==> src/rtl/biquad_seq_ctrl_pkg.sv <==
// Shared widths and mux select encodings for the DF-II biquad datapath.
// The operand mux and the sequencer both import this so the codes stay in step.
package biquad_seq_ctrl_pkg;

  localparam int unsigned N = 24;
  localparam int unsigned F = 15;

  // Coefficient select (controlS)
  localparam logic [2:0] SEL_CERO_S = 3'b000;
  localparam logic [2:0] SEL_A1     = 3'b001;
  localparam logic [2:0] SEL_A2     = 3'b010;
  localparam logic [2:0] SEL_B0     = 3'b011;
  localparam logic [2:0] SEL_B1     = 3'b100;
  localparam logic [2:0] SEL_B2     = 3'b101;

  // State select (controlC)
  localparam logic [1:0] SEL_CERO_C = 2'b00;
  localparam logic [1:0] SEL_FK1    = 2'b01;
  localparam logic [1:0] SEL_FK2    = 2'b10;
  localparam logic [1:0] SEL_FK     = 2'b11;

  // Addend select (controlZ)
  localparam logic [2:0] SEL_CERO_Z = 3'b000;
  localparam logic [2:0] SEL_UK     = 3'b001;
  localparam logic [2:0] SEL_YK     = 3'b010;
  localparam logic [2:0] SEL_ACUM1  = 3'b011;
  localparam logic [2:0] SEL_ACUM2  = 3'b100;
  localparam logic [2:0] SEL_ACUM3  = 3'b101;

endpackage

==> src/rtl/biquad_seq_ctrl.sv <==
// Biquad sequencer: steps the operand mux through five MAC steps and registers results.
// Define BIQUAD_MAC_PIPE_EN to stretch each step to two cycles for a registered MAC.
module biquad_seq_ctrl
  import biquad_seq_ctrl_pkg::*;
#(
  parameter int unsigned W = N
) (
  input  logic         clk,
  input  logic         reset,
  input  logic         sample_tick,
  input  logic [W-1:0] Uk_in,
  input  logic [W-1:0] mac_sum,
  output logic [2:0]   controlS,
  output logic [1:0]   controlC,
  output logic [2:0]   controlZ,
  output logic [W-1:0] Uk,
  output logic [W-1:0] fk,
  output logic [W-1:0] fk1,
  output logic [W-1:0] fk2,
  output logic [W-1:0] yk,
  output logic [W-1:0] acum1,
  output logic [W-1:0] acum2,
  output logic [W-1:0] acum3,
  output logic         busy,
  output logic         done,
  output logic         overrun
);

  typedef enum logic [2:0] {IDLE, S1, S2, S3, S4, S5, UPD} state_t;

  state_t state, state_n;
  logic   in_step;
  logic   step_end;

  assign in_step = (state != IDLE) && (state != UPD);

`ifdef BIQUAD_MAC_PIPE_EN
  // Second cycle of a step; the registered MAC output is valid only then.
  logic half;

  always_ff @(posedge clk) begin
    if (reset) begin
      half <= 1'b0;
    end else if (in_step) begin
      half <= ~half;
    end else begin
      half <= 1'b0;
    end
  end

  assign step_end = half;
`else
  assign step_end = 1'b1;
`endif

  always_comb begin
    controlS = SEL_CERO_S;
    controlC = SEL_CERO_C;
    controlZ = SEL_CERO_Z;
    state_n  = state;
    unique case (state)
      IDLE: if (sample_tick) state_n = S1;
      S1: begin
        controlS = SEL_A1;
        controlC = SEL_FK1;
        controlZ = SEL_UK;
        if (step_end) state_n = S2;
      end
      S2: begin
        controlS = SEL_A2;
        controlC = SEL_FK2;
        controlZ = SEL_ACUM1;
        if (step_end) state_n = S3;
      end
      S3: begin
        controlS = SEL_B0;
        controlC = SEL_FK;
        controlZ = SEL_CERO_Z;
        if (step_end) state_n = S4;
      end
      S4: begin
        controlS = SEL_B1;
        controlC = SEL_FK1;
        controlZ = SEL_ACUM2;
        if (step_end) state_n = S5;
      end
      S5: begin
        controlS = SEL_B2;
        controlC = SEL_FK2;
        controlZ = SEL_ACUM3;
        if (step_end) state_n = UPD;
      end
      UPD:     state_n = sample_tick ? S1 : IDLE;
      default: state_n = IDLE;
    endcase
  end

  assign busy    = (state != IDLE);
  assign done    = (state == UPD);
  assign overrun = sample_tick && in_step;

  always_ff @(posedge clk) begin
    if (reset) begin
      state <= IDLE;
      Uk    <= '0;
      fk    <= '0;
      fk1   <= '0;
      fk2   <= '0;
      yk    <= '0;
      acum1 <= '0;
      acum2 <= '0;
      acum3 <= '0;
    end else begin
      state <= state_n;
      if (!in_step && sample_tick) Uk <= Uk_in;
      if (step_end) begin
        case (state)
          S1:      acum1 <= mac_sum;
          S2:      fk    <= mac_sum;
          S3:      acum2 <= mac_sum;
          S4:      acum3 <= mac_sum;
          S5:      yk    <= mac_sum;
          default: ;
        endcase
      end
      if (state == UPD) begin
        fk2 <= fk1;
        fk1 <= fk;
      end
    end
  end

endmodule

==> config.mk <==
export PLATFORM = sky130hd
export DESIGN_NAME = biquad_seq_ctrl
export DESIGN_NICKNAME = d
export VERILOG_FILES = /design/src/rtl/biquad_seq_ctrl_pkg.sv /design/src/rtl/biquad_seq_ctrl.sv
export SDC_FILE = /design/constraint.sdc
export NUM_CORES = 1
export LEC_CHECK = 0
export CAP_MARGIN = 15
export CORE_AREA = 2 2 126 128
export DETAILED_ROUTE_END_ITERATION = 12
export DIE_AREA = 0 0 128 130
export PLACE_DENSITY = 0.88
export SLEW_MARGIN = 10
export SYNTH_ARGS = -nofsm -noshare
export SYNTH_HDL_FRONTEND = slang
export SYNTH_SLANG_ARGS = --single-unit
export TNS_END_PERCENT = 5
==> constraint.sdc <==
create_clock -name clk -period 3.2 [get_ports clk]
set_input_delay 0.8 -clock clk [delete_from_list [all_inputs] [get_ports clk]]
set_output_delay 0.8 -clock clk [all_outputs]
set_load 0.02 [all_outputs]
# --- Word-level counts from Yosys, hierarchy flattened ---
# Cells that the tools add are included.
# Widths: inputs -> output; s select.
totals:
  register_bits: 195
  inputBits: 51
  output_inout_bits: 203
  wordCells: 31
op_classes:
  eq_ne: 8
  n_mux: 6
  reduce_logical: 8
ops:
  columns: ["op", "count"]
  rows:
  - ["$pmux 3 s7", 1]
  - ["$pmux 3 s5", 1]
  - ["$pmux 3 s4", 1]
  - ["$eq 3x3->1 const B", 3]
  - ["$eq 3x2->1 const B", 2]
  - ["$pmux 2 s3", 1]
  - ["$reduce_or 2->1", 2]
  - ["$eq 3x1->1 const B", 1]
  - ["$logic_and 1x1->1", 3]
  - ["$logic_not 3->1", 1]
  - ["$mux 3", 1]
  - ["$ne 3x3->1 const B", 1]
  - ["$reduce_bool 3->1", 1]
  - ["$ne 2x2->1 const B", 1]
  - ["$logic_not 1->1", 1]
  - ["$mux 1", 1]

# --- Longest topological paths before layout ---
# Gate-level depths: netlist (run 1).
depth:
  word_depth: 4
  ltp_mapped: 7
  depth_no_buf: 4

# --- Least setup slack after synthesis (run 1) ---
# Ideal clock, no wire load.
synth_path:
  path_type: "register to output"
  startpoint: "register state[2]"
  endpoint: "output overrun"
  arrival_ps: 1240
  t_required_ps: 2400
  path_slack_ps: 1160
  stages_incl_launch_ff: 4
  path_buffers: 1
  path_cell_list: "dfxtp_1 > buf_6 > or3_1 > and3_1"
synth_between:
  elab_chain_cells: 3
  elab_cells_between_ends: 4
  cone_classes: "eq/ne (1); reduce/logical (3)"
synth_rtl:
  columns: ["item", "line", "rtl"]
  rows:
  - ["from (decl)", "biquad_seq_ctrl.sv:31", "state_t state, state_n;"]
  - ["from (signal assigned)", "biquad_seq_ctrl.sv:114", "state <= state_n;"]
  - ["$reduce_bool 3->1", null, null]
  - ["named net busy", "biquad_seq_ctrl.sv:24", "output logic busy,"]
  - ["$logic_and 1x1->1", "biquad_seq_ctrl.sv:35", "assign in_step = (state != IDLE) && (state != UPD);"]
  - ["$logic_and 1x1->1", "biquad_seq_ctrl.sv:100", "assign overrun = sample_tick && in_step;"]
  - ["to (decl)", "biquad_seq_ctrl.sv:26", "output logic overrun"]
# The timed path passes the listed nets, and every way through them passes these cells.

# --- Final worst setup path (run 1) ---
layout_path:
  startpoint: "input sample_tick"
  endpoint: "output overrun"
layout_between:
  elab_chain_cells: 1
layout_rtl:
  columns: ["item", "line", "rtl"]
  rows:
  - ["from (decl)", "biquad_seq_ctrl.sv:10", "input logic sample_tick,"]
  - ["$logic_and 1x1->1", "biquad_seq_ctrl.sv:100", null]
# Every way passes these cells.

==> results.md, run 1 <==
- Status: finished, final reports clean
- Number of synthesized flops with an enable pin: 0
- Std-Cell Rows: 46
- Latest clock arrival within the worst-skew pair: 0.43 ns
- Synth Net Count: 862
- Top post-synthesis cells by area: dfxtp_1, nand2_1, mux2i_1, a21oi_1, nand2b_1
- R2R Path End: Uk[15]$_SDFFE_PP0P_
- P per Cell Area: 522 nW/um2
- Combinational fraction of design power: 12.0%
- CTS Buffer Depth: 2
- RSZ-0062 raised after global routing: false
- CTS tree: built
- Final Total Pwr: 5.37 mW
- Mapped Area: 7160 um2
- H-tree depth: 4
- Routed Antenna Nets: 0
- Layout Nets: 1082
- Clock sink count: 195
- Max Cap Viol: 0
- Antenna violations before repair: 0
- WL final: 19.8 mm
- Num CTS Buffers: 17
- Ys async rst share: 0%
- # setup viols final: 0
- Die width: 128 um
- Chip height: 130 um
- Share of cells above drive strength 1: 4.60%
- RR Startpoint: state[1]$_SDFFE_PP0P_
- Yosys warns: 0
- Layout area overhead: 43.7%
- Hold EP: fk2[2]$_SDFFE_PP0N_
- Most common cell after layout, fill and taps aside: clkdlybuf4s50_1
- Final setup TNS: 0 ns
- Reg clk slew, reported paths: 0.07 ns
- R2R Setup Slk: 1.25 ns
- CP Class: input pin to output port
- Crit Path Max Fanout: 3
- Sequential power share: 47.6%
- Synth cell types: 28
- Worst relative slew slack: 32.7%
- DRC viols: 0
- Initial Util: 46.4%
- Min-delay worst type: register to register
- Fin crit period: 2.96 ns
- Peak Freq: 0.337 GHz
- Gpl congestion: 0.814
- Most frequent cells in the layout: clkdlybuf4s50_1, nand2_1, dfxtp_1
- Grt ovf: 0
- Worst setup EP type: output port
- Req. time, crit path: 2.40 ns
- Net Switching: 1.32 mW
- Internal power: 4.05 mW
- Setup Skew: 0.0138 ns
- DP Wirelength: 14.1 mm
- Main flop type after synthesis: dfxtp_1
- Clock power frac: 40.4%
- Cells after Synth: 811
- Number of global-route vias before repair: 5556
- Core area: 15400 um2
- DR pass1 iterations: 6
- Global-route wire length before repair: 29.6 mm
- Switching Share: 24.5%
- ANT cells: 0
- Maximum VDD drop: 0.311 mV
- Final Hold Fails: 0
- Port Buffer Count: 253
- Setup Buffers After CTS: 0
- Worst Hold Path Cells: 2
- Area leader, netlist: dfxtp_1
- Cts hold-fix bufs: 0
- Largest net degree at the start of global routing: 88
- Syn avg cell area: 8.83 um2
- Via count of the routed design: 6144
- Share of the synthesized area in the top cell type: 54.5%
- Crit start category: input pin
- Iteration-0 DRC Markers: 377
- Final slew viol count: 0
- Drt wl/cell: 16.0 um
- Tot GR Track Use: 22.9%
- Hold Path Origin: fk2[2]$_SDFFE_PP0N_
- Post-CTS resize count: 0
- Slew of the pin with the lowest slew margin: 1.01 ns
- Crit share post-route: 92.6%
- Sequential share of the synthesized area: 54.5%
- Crit path arrival time: 2.16 ns
- Clock root buffer: clkbuf_16
- Layout Utilization: 66.7%
- Via/cell ratio: 4.97
- Number of synthesized register bits: 195
- Filler cell count: 1225
- IO Count: 254
- Worst reg2reg path depth: 4
- Die area: 16600 um2
- Lkg Pwr: 3.56 nW
==> power by group through the flow <==
stage                     clock (mW)  combinational (mW)  sequential [mW]
after detailed placement           0               0.647             2.61
after global routing            2.30               0.687             2.56
after floorplan                    0               0.263             2.69
final                           2.17               0.646             2.56
after global placement             0               0.638             2.61
after CTS                       2.21               0.650             2.56
==> registers in the layout (all words and copies together) (netlist names) <==
name	flops
fk1	24
state	3
acum2	24
fk2	24
acum3	24
Uk	24
yk	24
acum1	24
fk	24
==> critical path: stages <==
cell and delay (ns):
clkdlybuf4s50_1 0.53, and3_1 0.16, clkdlybuf4s50_1 0.66
==> worst max path at each step <==
| stage | start | end | cells after the start |
|---|---|---|---|
| after global placement | sample_tick | overrun | 3 |
| after global routing | state[1]$_SDFFE_PP0P_ | controlZ[0] | 3 |
| after floorplan | state[2]$_SDFFE_PP0P_ | overrun | 3 |
| final | sample_tick | overrun | 3 |
| after CTS | sample_tick | overrun | 3 |
| after detailed placement | sample_tick | overrun | 3 |
==> layer usage <==
| layer | vias up | GRT usage, % | part of all wire (%) |
|---|---|---|---|
| met5 | - | 0 | 0 |
| li1 | 3068 | - | - |
| met2 | 177 | 36.5 | 48 |
| met3 | 35 | 5.78 | 4.7 |
| met4 | 0 | 10.1 | 3.1 |
| met1 | 2864 | 29.7 | 45 |
==> final cells by class <==
class	count	area (um2)	area share, %
Sequential cell	195	3900	37.9
Multi-Input combinational cell	551	2910	28.2
Timing Repair Buffer	263	2630	25.6
Clock buffer	19	443	4.30
Tap cell	192	240	2.33
Clock inverter	13	156	1.52
Inverter	3	11.3	0.109
==> kinds of logic (layout without fill, tap and decap cells) <==
logic type             Yosys count  count (layout)  synth area share (%)
flip-flops                     195             195                  54.5
multiplexers                    72              72                  10.1
AND/OR/NAND/NOR                355             355                  21.5
AO/OA/AOI/OAI                  124             124                  8.77
buffers and inverters           65             298                  5.21
==> synthesized netlist by cell type, drive strengths merged (3+ instances only) <==
library cell / instances
dfxtp: 195
nand2: 240
buf: 33
nand2b: 48
a21oi: 120
mux2i: 72
inv: 3
nand3b: 3
clkbuf: 29
nor2: 50
nor3b: 3
==> through the flow <==
step	worst slack (ns)	hold WS, ns	instance area (um2)	cells
after floorplan	1.16	0.533	7160	811
after global placement	0.206	0.440	9700	1204
after detailed placement	0.223	0.446	9700	1204
after CTS	0.223	0.455	10300	1236
after global routing	0.169	0.466	10300	1236
final	0.237	0.453	10300	1236
Note: power is estimated with default switching activity, not from simulation.
==> run 2: changes to the inputs <==
--- a/config.mk
+++ b/config.mk
@@ -10,8 +10,9 @@
 export DETAILED_ROUTE_END_ITERATION = 12
 export DIE_AREA = 0 0 128 130
 export PLACE_DENSITY = 0.88
+export RECOVER_POWER = 25
+export REMOVE_ABC_BUFFERS = 1
 export SLEW_MARGIN = 10
 export SYNTH_ARGS = -nofsm -noshare
 export SYNTH_HDL_FRONTEND = slang
 export SYNTH_SLANG_ARGS = --single-unit
-export TNS_END_PERCENT = 5
==> results.md, run 2 (same netlist as run 1, synthesis figures left out) <==
- Core area: 15400 um2 (unchanged)
- Most frequent cells in the layout: clkdlybuf4s50_1, nand2_1, dfxtp_1
- Antenna violations before repair: 0 (unchanged)
- Fin crit period: 2.95 ns (-0.0136 ns)
- DP Wirelength: 12.9 mm (-8.3%)
- Critical path cell sequence: nor3b_1 -> a21o_1 -> clkdlybuf4s50_1
- Std-Cell Rows: 46 (unchanged)
- Layout area overhead: 43.3%
- Net Switching: 1.33 mW (+1.4%)
- Area after DPL: 9720 um2 (+0.30%)
- Lkg Pwr: 3.54 nW (-0.47%)
- Chip height: 130 um (unchanged)
- Combinational fraction of design power: 12.3% (+0.3 points)
- Worst setup EP type: output port
- CP Class: register to output port
- Num CTS Buffers: 17 (unchanged)
- # setup viols final: 0 (unchanged)
- Latest clock arrival within the worst-skew pair: 0.42 ns (about the same)
- ANT cells: 0 (unchanged)
- Number of global-route vias before repair: 5750 (+3.5%)
- WP buf/inv: 1 (-1)
- Crit path arrival time: 2.15 ns (about the same)
- Hold Path Origin: acum1[11]$_SDFFE_PP0P_
- Clock sink count: 195 (unchanged)
- Hold EP: acum1[11]$_SDFFE_PP0P_
- CTS Buffer Depth: 2 (unchanged)
- Via count of the routed design: 6201 (+0.93%)
- Die width: 128 um (unchanged)
- R2R Path End: Uk[11]$_SDFFE_PP0P_
- Req. time, crit path: 2.40 ns (about the same)
- Crit share post-route: 92.2% (-0.43 points)
- Largest net degree at the start of global routing: 122 (+39%)
- Most common cell after layout, fill and taps aside: clkdlybuf4s50_1
- Die area: 16600 um2 (unchanged)
- Final Cell Area: 10300 um2 (-0.28%)
- Status: complete, but fails checks
- RSZ-0062 raised after global routing: false
- Final Total Pwr: 5.25 mW (-2.2%)
- Post-CTS resize count: 0 (unchanged)
- Register area: 3900 um2 (unchanged)
- Cell Count, Final, Fillers Out: 1239 (+0.24%)
- Iteration-0 DRC Markers: 342 (-9.3%)
- RR Startpoint: state[2]$_SDFFE_PP0P_
- R2R Setup Slk: 0.43 ns (-0.82 ns)
- Layout Nets: 1085 (+0.28%)
- Gpl congestion: 0.753 (-7.5%)
- Final slew viol count: 25 (+25)
- Crit start category: register
- Grt ovf: 0 (unchanged)
- H-tree depth: 4 (unchanged)
- Internal power: 3.92 mW (-3.4%)
- Slowest CP cell: dfxtp_1
- Final Hold Fails: 0 (unchanged)
- DR pass1 iterations: 4 (-2)
- Slew of the pin with the lowest slew margin: 1.66 ns (+0.652 ns)
- Clock power frac: 39.0% (-1.4 points)
- Area of the multi-input gates: 2900 um2 (-0.17%)
- Tot GR Track Use: 22.9% (-0.039 points)
- DRC viols: 0 (unchanged)
- Setup Buffers After CTS: 0 (unchanged)
- Port Buffer Count: 253 (unchanged)
- Critical Path Max Stage Delay: 0.68 ns (+0.02 ns)
- Routed Antenna Nets: 0 (unchanged)
- Peak Freq: 0.339 GHz (+0.46%)
- Share of cells above drive strength 1: 4.49% (-0.11 points)
- Clock root buffer: clkbuf_16
- Cts hold-fix bufs: 0 (unchanged)
- Setup Skew: 0.0129 ns (-0.000812 ns)
- Initial Util: 46.4% (unchanged)
- Top Family by Delay on Critical Path: flip-flops
- Violations in the final reports: capacitance limit, slew limit
- IO Count: 254 (unchanged)
- CTS tree: built
- Drt wl/cell: 15.8 um (-1.4%)
- P per Cell Area: 511 nW/um2 (-2.0%)
- Sequential power share: 48.7% (+1.1 points)
- Placed cells: 1207 (+0.25%)
- Crit Path Max Fanout: 15 (+12)
- Worst relative slew slack: -10.6% (-43 points)
- Worst Hold Path Cells: 2 (unchanged)
- Max Cap Viol: 1 (+1)
- Maximum VDD drop: 0.333 mV (+7.1%)
- Reg clk slew, reported paths: 0.07 ns (about the same)
- Worst reg2reg path depth: 4 (unchanged)
- Global-route wire length before repair: 29.8 mm (+0.51%)
- WL final: 19.5 mm (-1.2%)
- Via/cell ratio: 5.00 (+0.68%)
- Filler cell count: 1228 (+0.24%)
- Switching Share: 25.4% (+0.91 points)
- Min-delay worst type: register to register
## run 2: cell count changes in the layout (fill, tap and decap cells not counted), sizes merged
| cell | change |
|---|---|
| buf | -2 |
| bufinv | -2 |
| clkbuf | +5 |
| clkinv | -1 |
| clkinvlp | +1 |
| inv | +2 |
## run 2: area by class of cell
| class | count | share of cell area (%) |
|---|---|---|
| clock buffers | 19 | 4.31 |
| flip-flops and latches | 195 | 38.0 |
| inverters | 3 | 0.110 |
| repair buffers | 266 | 25.7 |
| well taps | 192 | 2.34 |
| multi-input cells | 551 | 28.3 |
| clock inverters | 13 | 1.22 |
## run 2: layer usage
metal / global-route usage, % / share of wire [%]
met1: 27.6 / 42
met2: 38.6 / 48
met3: 7.54 / 8.6
met4: 7.69 / 1.4
met5: 0 / 0
## run 2: how the worst max path moves through the flow
stage | start | endpoint | slack (ns) | cells past startpoint
finish | state[2]$_SDFFE_PP0P_ | controlC[0] | 0.25 | 3
global route | state[0]$_SDFFE_PP0P_ | overrun | 0.15 | 3
floorplan | state[1]$_SDFFE_PP0P_ | Uk[0]$_SDFFE_PP0P_ | -0.08 | 3
global placement | sample_tick | overrun | 0.36 | 3
CTS | state[0]$_SDFFE_PP0P_ | overrun | 0.19 | 3
detailed placement | sample_tick | overrun | 0.36 | 3
## run 2: tightest hold or removal path, stage by stage, from the launching register on
cell and delay (ns):
dfxtp_1 0.31, nand2_1 0.05, a21oi_1 0.05
## run 2: power groups by stage
stage                     Clock [mW]  Combinational [mW]  Sequential, mW
after floorplan                    0               0.201            2.69
after global placement             0               0.634            2.61
after detailed placement           0               0.644            2.61
after CTS                       2.10               0.647            2.56
after global routing            2.18               0.689            2.56
final                           2.05               0.645            2.56
## run 2: per-stage QoR
| stage | util [%] | hold WS, ns | TNS, ns | worst slack (ns) |
|---|---|---|---|---|
| floorplan | - | 0.528 | -1.99 | -0.0804 |
| detailed placement | 63.0 | 0.445 | 0 | 0.358 |
| global route | 66.6 | 0.474 | 0 | 0.148 |
| global placement | 63.0 | 0.441 | 0 | 0.357 |
| CTS | 66.7 | 0.455 | 0 | 0.191 |
| finish | 66.6 | 0.451 | 0 | 0.251 |
==> run 3: changes to the inputs <==
--- a/config.mk
+++ b/config.mk
@@ -9,6 +9,7 @@
 export CORE_AREA = 2 2 126 128
 export DETAILED_ROUTE_END_ITERATION = 12
 export DIE_AREA = 0 0 128 130
+export MAX_ROUTING_LAYER = met4
 export PLACE_DENSITY = 0.88
 export RECOVER_POWER = 25
 export REMOVE_ABC_BUFFERS = 1
==> results.md, run 3 (same netlist as run 1, synthesis figures left out) <==
- Req. time, crit path: 2.40 ns (about the same)
- Cell Count, Final, Fillers Out: 1239 (unchanged)
- Clock sink count: 195 (unchanged)
- H-tree depth: 4 (unchanged)
- Crit share post-route: 92.1% (about the same)
- Post-CTS resize count: 0 (unchanged)
- Chip height: 130 um (unchanged)
- Fin crit period: 2.95 ns (-0.00282 ns)
- Crit Path Max Fanout: 15 (unchanged)
- Cts hold-fix bufs: 0 (unchanged)
- CTS Buffer Depth: 2 (unchanged)
- CTS tree: built
- R2R Path End: Uk[11]$_SDFFE_PP0P_
- Reg clk slew, reported paths: 0.07 ns (about the same)
- Tot GR Track Use: 23.6% (+0.70 points)
- Most frequent cells in the layout: clkdlybuf4s50_1, nand2_1, dfxtp_1
- Status: complete, but fails checks
- Worst relative slew slack: -10.6% (-0.020 points)
- Final slew viol count: 25 (unchanged)
- Largest net degree at the start of global routing: 122 (unchanged)
- CP Class: register to output port
- Lkg Pwr: 3.54 nW (unchanged)
- Share of cells above drive strength 1: 4.49% (unchanged)
- Final Hold Fails: 0 (unchanged)
- Final Total Pwr: 5.25 mW (about the same)
- Layout area overhead: 43.3% (unchanged)
- Final setup TNS: 0 ns (unchanged)
- IO Count: 254 (unchanged)
- Hold Path Origin: acum1[11]$_SDFFE_PP0P_
- Worst reg2reg path depth: 4 (unchanged)
- RR Startpoint: state[1]$_SDFFE_PP0P_
- Hold EP: acum1[11]$_SDFFE_PP0P_
- Latest clock arrival within the worst-skew pair: 0.42 ns (about the same)
- Iteration-0 DRC Markers: 394 (+15%)
- Via count of the routed design: 6220 (+0.31%)
- Std-Cell Rows: 46 (unchanged)
- Gpl congestion: 0.762 (+1.3%)
- Via/cell ratio: 5.02 (+0.31%)
- Crit path arrival time: 2.15 ns (about the same)
- Most common cell after layout, fill and taps aside: clkdlybuf4s50_1
- Drt wl/cell: 15.7 um (-0.49%)
- Grt ovf: 0 (unchanged)
- Initial Util: 46.4% (unchanged)
- Max Cap Viol: 1 (unchanged)
- RSZ-0062 raised after global routing: false
- Slew of the pin with the lowest slew margin: 1.66 ns (+0.000303 ns)
- DP Wirelength: 12.9 mm (unchanged)
- Setup Buffers After CTS: 0 (unchanged)
- ANT cells: 0 (unchanged)
- Global-route wire length before repair: 29.7 mm (-0.30%)
- Worst setup EP type: output port
- Maximum VDD drop: 0.335 mV (+0.56%)
- Worst Hold Path Cells: 2 (unchanged)
- Violations in the final reports: capacitance limit, slew limit
- Die width: 128 um (unchanged)
- Min-delay worst type: register to register
- WL final: 19.4 mm (-0.49%)
- Core area: 15400 um2 (unchanged)
- Layout Nets: 1085 (unchanged)
- Placed cells: 1207 (unchanged)
- Setup Skew: 0.0147 ns (+0.00176 ns)
- DRC viols: 0 (unchanged)
- Number of global-route vias before repair: 5774 (+0.42%)
- DR pass1 iterations: 5 (+1)
- Worst hold slack: 0.451 ns (+0.00000400 ns)
- Num CTS Buffers: 17 (unchanged)
- Port Buffer Count: 253 (unchanged)
- R2R Setup Slk: 0.43 ns (about the same)
- Routed Antenna Nets: 0 (unchanged)
- P per Cell Area: 511 nW/um2 (about the same)
- # setup viols final: 0 (unchanged)
- Crit start category: register
- Die area: 16600 um2 (unchanged)
- Antenna violations before repair: 0 (unchanged)
- Peak Freq: 0.339 GHz (about the same)
- Clock root buffer: clkbuf_16
run 3: report_power, final:
group	total, mW	internal, mW	switching, mW
Clock	2.05	1.11	0.938
Sequential	2.56	2.50	0.0537
Combinational	0.644	0.304	0.341
run 3: how the worst max path moves through the flow:
stage,end,depth (start not counted),slack [ns],from
after CTS,overrun,3,0.19,state[0]$_SDFFE_PP0P_
after floorplan,Uk[0]$_SDFFE_PP0P_,3,-0.08,state[1]$_SDFFE_PP0P_
after global routing,overrun,3,0.15,state[0]$_SDFFE_PP0P_
final,controlC[0],3,0.25,state[2]$_SDFFE_PP0P_
after global placement,overrun,3,0.36,sample_tick
after detailed placement,overrun,3,0.36,sample_tick
run 3: cell type report:
class	instances	area (um2)
sequential	195	3900
clock inverter	13	125
fill	1228	5160
tap	192	240
multi-input combinational	551	2900
timing repair buffer	266	2640
inverter	3	11.3
clock buffer	19	443
run 3: metrics by stage:
step | area (um2) | setup slack [ns] | utilization [%]
final | 10300 | 0.253 | 66.6
after global routing | 10300 | 0.148 | 66.6
after CTS | 10300 | 0.191 | 66.7
after detailed placement | 9720 | 0.358 | 63.0
after global placement | 9720 | 0.357 | 63.0
after floorplan | 6800 | -0.0804 | -
run 3: routing by layer:
layer / up-vias / routed length (um) / part of all wire (%) / GRT usage, %
li1: 3071 / - / - / -
met1: 2886 / 8400 / 43 / 28.3
met2: 241 / 9330 / 48 / 38.7
met3: 22 / 1430 / 7.4 / 6.23
met4: 0 / 278 / 1.4 / 7.89
met5: - / 0 / 0 / -
run 3: worst max-delay path, stage by stage (launching register included):
cell and delay [ns]:
dfxtp_1 0.68, nor3b_1 0.33, a21o_1 0.12, clkdlybuf4s50_1 0.60
